File: src/rtl/mem_bus_arbiter_pkg.sv
// Shared types and constants for the instruction/data memory bus arbiter.
//   ArbState  : IDLE -> ACCESS -> RESP sequencing of one memory access
//   ArbOwner  : which requester owns the bus for the current access
//   INST_NOP  : value presented on the fetch data port out of reset
//   cnt_width : width of the wait-state counter for a given WAIT_STATES
package mem_bus_arbiter_pkg;

  typedef enum logic [1:0] {ARB_IDLE, ARB_ACCESS, ARB_RESP} ArbState;
  typedef enum logic {OWNER_INST, OWNER_DATA} ArbOwner;

  localparam logic [31:0] INST_NOP = 32'h0000_0013;

  // max(1, clog2(ws+1)): the counter only has to reach WAIT_STATES, since it
  // is cleared on every grant.
  function automatic int cnt_width(input int ws);
    return (ws < 1) ? 1 : $clog2(ws + 1);
  endfunction

endpackage

File: src/rtl/mem_bus_arbiter_wait_counter.sv
// Wait-state counter for one memory access.
// Ports:
//   clk    : clock
//   rst_n  : synchronous active-low reset
//   clear  : restart the count at 0 (asserted on grant)
//   enable : advance the count (asserted during ACCESS)
//   done   : count has reached WAIT_STATES (last ACCESS cycle)
module arb_wait_counter
  import mem_bus_arbiter_pkg::*;
#(
  parameter int WAIT_STATES = 1
) (
  input  logic clk,
  input  logic rst_n,
  input  logic clear,
  input  logic enable,
  output logic done
);

  localparam int CW = cnt_width(WAIT_STATES);

  logic [CW-1:0] cnt;

  // Holds at the terminal count so a stray enable can never wrap it.
  always_ff @(posedge clk) begin
    if (!rst_n)                cnt <= '0;
    else if (clear)            cnt <= '0;
    else if (enable && !done)  cnt <= cnt + 1'b1;
  end

  assign done = (cnt == CW'(WAIT_STATES));

endmodule

File: src/rtl/mem_bus_arbiter.sv
// Arbitrates one single-port memory bus between instruction fetch (IF) and
// data access (MEM). Each access runs WAIT_STATES+1 ACCESS cycles, then a
// one-cycle RESP cycle carrying the owner's ack. All outputs are registered.
// Optional feature macro: ARB_FAIRNESS_EN
//   undefined : fixed priority, DATA wins a simultaneous request
//   defined   : simultaneous requests alternate, starting from whoever was
//               not granted last
// Ports:
//   i_Clock, i_Reset                     : clock, synchronous active-low reset
//   i_InstReq/i_InstAddr                 : fetch request, held until o_InstAck
//   o_InstData/o_InstAck                 : fetched word, one-cycle ack pulse
//   i_DataReq/i_DataWrEnable/i_DataAddr/
//   i_DataWrData                         : load/store request, held until o_DataAck
//   o_DataRdData/o_DataAck               : load data, one-cycle ack pulse
//   o_MemAddr/o_MemWrEnable/o_MemWrData  : memory command
//   i_MemRdData                          : memory read data (valid last ACCESS cycle)
module mem_bus_arbiter
  import mem_bus_arbiter_pkg::*;
#(
  parameter int DATA_WIDTH  = 32,
  parameter int ADDR_WIDTH  = 32,
  parameter int WAIT_STATES = 1
) (
  input  logic                  i_Clock,
  input  logic                  i_Reset,
  input  logic                  i_InstReq,
  input  logic [ADDR_WIDTH-1:0] i_InstAddr,
  output logic [DATA_WIDTH-1:0] o_InstData,
  output logic                  o_InstAck,
  input  logic                  i_DataReq,
  input  logic                  i_DataWrEnable,
  input  logic [ADDR_WIDTH-1:0] i_DataAddr,
  input  logic [DATA_WIDTH-1:0] i_DataWrData,
  output logic [DATA_WIDTH-1:0] o_DataRdData,
  output logic                  o_DataAck,
  output logic [ADDR_WIDTH-1:0] o_MemAddr,
  output logic                  o_MemWrEnable,
  output logic [DATA_WIDTH-1:0] o_MemWrData,
  input  logic [DATA_WIDTH-1:0] i_MemRdData
);

  ArbState state, state_nxt;
  ArbOwner owner, owner_nxt, pick;
  logic    grant, done;

  logic [ADDR_WIDTH-1:0] addr_nxt;
  logic [DATA_WIDTH-1:0] wdata_nxt, inst_data_nxt, rd_data_nxt;
  logic                  we_nxt, inst_ack_nxt, data_ack_nxt;

`ifdef ARB_FAIRNESS_EN
  ArbOwner last_owner;

  always_comb begin
    if (i_InstReq && i_DataReq)
      pick = (last_owner == OWNER_DATA) ? OWNER_INST : OWNER_DATA;
    else if (i_DataReq)
      pick = OWNER_DATA;
    else
      pick = OWNER_INST;
  end

  always_ff @(posedge i_Clock) begin
    if (!i_Reset)   last_owner <= OWNER_INST;
    else if (grant) last_owner <= pick;
  end
`else
  assign pick = i_DataReq ? OWNER_DATA : OWNER_INST;
`endif

  arb_wait_counter #(.WAIT_STATES(WAIT_STATES)) u_wait (
    .clk    (i_Clock),
    .rst_n  (i_Reset),
    .clear  (grant),
    .enable (state == ARB_ACCESS),
    .done   (done)
  );

  always_comb begin
    state_nxt     = state;
    owner_nxt     = owner;
    addr_nxt      = o_MemAddr;
    wdata_nxt     = o_MemWrData;
    we_nxt        = o_MemWrEnable;
    inst_data_nxt = o_InstData;
    rd_data_nxt   = o_DataRdData;
    inst_ack_nxt  = 1'b0;
    data_ack_nxt  = 1'b0;
    grant         = 1'b0;
    case (state)
      ARB_IDLE: begin
        we_nxt = 1'b0;
        if (i_InstReq || i_DataReq) begin
          grant     = 1'b1;
          owner_nxt = pick;
          state_nxt = ARB_ACCESS;
          if (pick == OWNER_DATA) begin
            addr_nxt  = i_DataAddr;
            wdata_nxt = i_DataWrData;
            we_nxt    = i_DataWrEnable;
          end else begin
            addr_nxt  = i_InstAddr;
          end
        end
      end
      ARB_ACCESS: begin
        if (done) begin
          we_nxt    = 1'b0;
          state_nxt = ARB_RESP;
          if (owner == OWNER_INST) begin
            inst_data_nxt = i_MemRdData;
            inst_ack_nxt  = 1'b1;
          end else begin
            data_ack_nxt = 1'b1;
            // The latched write strobe doubles as the store flag; stores
            // leave the load data register untouched.
            if (!o_MemWrEnable) rd_data_nxt = i_MemRdData;
          end
        end
      end
      ARB_RESP: state_nxt = ARB_IDLE;
      default:  state_nxt = ARB_IDLE;
    endcase
  end

  always_ff @(posedge i_Clock) begin
    if (!i_Reset) begin
      state         <= ARB_IDLE;
      owner         <= OWNER_INST;
      o_MemAddr     <= '0;
      o_MemWrData   <= '0;
      o_MemWrEnable <= 1'b0;
      o_InstData    <= DATA_WIDTH'(INST_NOP);
      o_DataRdData  <= '0;
      o_InstAck     <= 1'b0;
      o_DataAck     <= 1'b0;
    end else begin
      state         <= state_nxt;
      owner         <= owner_nxt;
      o_MemAddr     <= addr_nxt;
      o_MemWrData   <= wdata_nxt;
      o_MemWrEnable <= we_nxt;
      o_InstData    <= inst_data_nxt;
      o_DataRdData  <= rd_data_nxt;
      o_InstAck     <= inst_ack_nxt;
      o_DataAck     <= data_ack_nxt;
    end
  end

endmodule
File: config.mk
export PLATFORM = sky130hd
export DESIGN_NAME = mem_bus_arbiter
export DESIGN_NICKNAME = d
export VERILOG_FILES = /design/src/rtl/mem_bus_arbiter_pkg.sv /design/src/rtl/mem_bus_arbiter_wait_counter.sv /design/src/rtl/mem_bus_arbiter.sv
export SDC_FILE = /design/constraint.sdc
export NUM_CORES = 1
export LEC_CHECK = 0
export CORE_AREA = 2 2 85 148
export CTS_BUF_LIST = sky130_fd_sc_hd__clkbuf_8
export CTS_CLUSTER_DIAMETER = 100
export CTS_CLUSTER_SIZE = 25
export DETAILED_ROUTE_END_ITERATION = 12
export DIE_AREA = 0 0 87 150
export PLACE_DENSITY = 0.85
export SETUP_SLACK_MARGIN = 0.02
export SLEW_MARGIN = 5
export SYNTH_ARGS = -nofsm -noshare
export SYNTH_HDL_FRONTEND = slang
export SYNTH_SLANG_ARGS = --single-unit
File: constraint.sdc
create_clock -name i_Clock -period 2 [get_ports i_Clock]
set_input_delay 0.3 -clock i_Clock [delete_from_list [all_inputs] [get_ports i_Clock]]
set_output_delay 0.3 -clock i_Clock [all_outputs]
set_load 0.01 [all_outputs]
# Word-level counts from Yosys, hierarchy flattened
# Cells that the tools add are included.
# totals
reg_bits	135
out_inout_bits	131
word_cells	43
# classes
n_addsub	1
n_eq_ne	3
mux	13
bitwise	3
reduce_logical	13
# ops
op	n
32-bit 2-to-1 mux	1
3-bit AND reduction	3
1-bit 2-to-1 mux	8
2-bit AND reduction	3
2-bit 2-to-1 mux	2
2-bit != test (second input constant)	2
2-bit one-hot mux with 2 select lines	1
4-bit AND reduction	1
1-bit inverter	3
2-bit by 1-bit == test with 1-bit output (second input constant)	1
2-bit logical NOT	1
1-bit one-hot mux with 2 select lines	1
2-bit nonzero test	1
2-bit OR reduction	1
1-bit adder (second input constant)	1
1-bit logical AND	1
1-bit logical NOT	1
1-bit logical OR	1

# Logic depth before layout (Yosys ltp)
# logic_depth
depth_word	4
mapped_depth	7

# By module
# From an unflattened synthesis, not the netlist that was laid out.
# hier_totals
cells_unflattened	560
hier_area_um2	5281.3
# by_module_without_submodules
module	n_inst	cells_each	area_per_inst_um2	seq_area_each_um2
mem_bus_arbiter	1	557	5245.0	2682.6
arb_wait_counter	1	3	36.3	20.0

# Worst setup path before layout
# OpenSTA, ideal clock, no wires.
# synth_path
path_kind	input to register
start	in i_DataReq
end	reg o_MemAddr[10]
arrival_ns	1.315
required_ns	1.919
path_slack_ns	0.604
cell_stages	7
n_path_buf	4
path_cell_list	buf_6 or2_1 clkbuf_2 and2_4 buf_6 buf_6 a211oi_2
# synth_via
elab_chain_len	2
elab_cells_between_ends	4
# synth_lines
item	line_no	source
start: declaration	mem_bus_arbiter.sv:30	input logic i_DataReq,
1-bit 2-to-1 mux / 1-bit logical OR (equally long branches)	mem_bus_arbiter.sv:67, mem_bus_arbiter.sv:92	
32-bit 2-to-1 mux / 2-bit AND reduction (equally long branches)	n/a	
end signal: assignment	mem_bus_arbiter.sv:139	o_MemAddr <= addr_nxt;
end: declaration	mem_bus_arbiter.sv:36	output logic [ADDR_WIDTH-1:0] o_MemAddr,
# Several ways; a longest one is shown, not always the timed one.
# A chain may end at the register's enable or synchronous reset.

# Worst setup path after layout
# layout_path
start	reg o_MemAddr[6]
end	out o_MemAddr[6]
# No word-level cell between the ends.

==> metrics <==
WP buf/inv 1; register area 0.002703 sq mm; Max-Cap Viols 0; Synth area leader dfxtp_1; drt first pass iters 4; Mapped Avg Cell Area 9.388 sq um; Synth Instances 560; f_max 0.5869 GHz; first-pass GRT wire length 24120 um; Total Routing Usage GR 23.63%; Fin Setup TNS 0 ns; Starting Density 44.29%; Die X 87 um; WP depth 1; Pins Over Slew Limit 0; Crit path largest cell delay 0.57 ns; clock transition at the registers of the reported paths 0.07 ns; Sink Count 135; final setup vio count 0; multi-input logic area 0.002326 sq mm; RSZ-0062 raised after global routing false; Crit path required time 1.70 ns; sequential share of the synthesized area 51.40%; Clock Skews 0.01282 ns; Initial DRC Count 194; Die ar. 0.01305 sq mm; Clock Tree Buf Depth 2; Detailed Place HPWL 12110 um; Cell Chain, Critical Path clkdlybuf4s50_1; Top delay family on crit path buffers and inverters; GRT busiest layer met2; ant diodes 0; Hold Crit Endpoint state[0]; HP Start i_Reset; peak supply drop 0.0005961 V; Root Buffer clkbuf_8; period utilization 85.19%; CTS H-tree lvls 4; Leak Pwr 3.092 nW; commonest non-fill, non-tap cell in the layout clkdlybuf4s50_1; Reg2Reg Setup Slack 0.37 ns; cts bufs inserted 17; Synth warnings 0; Synth cell types 28; Post-synth top flop dfxtp_1; initial antenna violation count 0; Critical Path End Type output pin; Finished Core Util 70.64%; site row count 53; Cells on Worst Hold Path 2; drt wl/cell 17.00 um; # DRC 0; Pwr Total 6.364 mW; placed inst area 0.007969 sq mm; Crit-path slowest cell clkdlybuf4s50_1; Vias/cell 5.216; Synth async-reset ratio 0%; worst slew pin tran 0.5195 ns; M2 GR Usage 42.10%; Synth Register Bits 135; kind of critical path flip-flop to output pin; Finished Cell Area 0.008386 sq mm; commonest non-fill, non-tap cells in the layout clkdlybuf4s50_1, dfxtp_1, nand2_1, mux2i_1, a21oi_1; core area 0.01187 sq mm; Slew HR 65.37%; layout cell share with drive strength beyond 1 9.926%; Max FO, Critical Path 2; Post-CTS Repair Setup Buffers 0; # fillers 879; Cell Pwr Density 758.9 mW/mm^2; Hold WC Path Type primary input to flip-flop; Startpoint Class flip-flop; largest net degree at the start of global routing 68; synth top area cells dfxtp_1, mux2i_1, nand2_1; CTS tree yes; EDFF count, synth 0; worst endpoint data arrival time 1.40 ns; FF-to-FF Start state[0]; Antenna Nets Post-Route 0; routed vias 4971; gr ovfl total 0; GP Congestion 0.8043; area share of the largest cell type after synthesis 51.40%; met3 Use GR 8.053%; Post-CTS Hold Buffers 0; worst hold slack 0.3470 ns; worst skew pair latency 0.42 ns; Post-CTS Resized 0; synthesized area 0.005258 sq mm; Final Net Count 936; status completed; final wirelength 16200 um; Worst Reg2Reg Path Length in Cells 4; port bufs 263; Critical R2R Capture o_DataRdData[19]; top-level I/O count 264; Die Ht 150 um; Syn Nets 693; fin crit period 1.704 ns; GR Util met1 24.33%; number of global-route vias before repair 4957; Fin. Hold Viols 0; area growth from synthesis to layout 59.50%
==> kinds of logic (layout without fill, tap and decap cells) <==
family	count (synthesis)	in the layout	share of synthesized area, %
buffers and inverters	52	308	4.855
muxes	67	67	12.76
AOI/OAI and AO/OA	131	131	16.90
and+or+nand+nor	175	175	14.09
DFF	135	135	51.40
==> synthesized netlist by cell type (2+ instances only) <==
cell type	n
a211oi_1	3
a211oi_2	29
a21oi_1	66
buf_1	2
buf_2	8
buf_4	3
buf_6	5
clkbuf_1	32
dfxtp_1	135
mux2i_1	67
nand2_1	132
nand3_1	29
nor2_1	3
nor2b_1	3
o21ai_0	2
o21ai_1	29
==> power by group <==
part | switching, mW | internal, mW
sequential | 0.0888 | 2.83
combinational | 0.505 | 0.632
clock | 1.02 | 1.29
==> through the flow <==
step	std cells	setup slack, ns
floorplan	560	0.6040
global placement	921	0.3257
detailed placement	921	0.2718
CTS	953	0.2910
global route	953	0.2530
finish	953	0.2962
==> cell type report <==
type / count / share of cell area (%)
Clock inverter: 13 / 1.850
Sequential cell: 135 / 32.23
Tap cell: 137 / 2.044
Inverter: 1 / 0.04476
Timing Repair Buffer: 275 / 32.98
Clock buffer: 19 / 3.118
Multi-Input combinational cell: 373 / 27.74
==> registers in the layout, summed over array words and instances (netlist names) <==
| signal | cells |
|---|---|
| o_MemWrEnable | 1 |
| o_DataAck | 1 |
| o_DataRdData | 32 |
| o_InstData | 32 |
| o_MemWrData | 32 |
| owner | 1 |
| u_wait.done | 1 |
| o_InstAck | 1 |
| state | 2 |
| o_MemAddr | 32 |
==> how the worst max path moves through the flow <==
stage | start | to | slack, ns
3_3_place_gp | i_InstReq | o_MemAddr[1] | 0.33
5_1_grt | state[0] | o_DataRdData[23] | 0.25
6_report | o_MemAddr[6] | o_MemAddr[6] | 0.30
2_1_floorplan | i_DataReq | o_MemAddr[10] | 0.60
3_5_place_dp | i_InstReq | o_MemAddr[3] | 0.27
4_1_cts | o_MemAddr[6] | o_MemAddr[6] | 0.29
==> per-layer routing <==
layer / up-vias / wire [um]
li1: 2412 / -
met1: 2303 / 5782
met2: 223 / 8381
met3: 33 / 1558
met4: 0 / 474
met5: - / 0
Note: power is estimated with default switching activity, not from simulation.
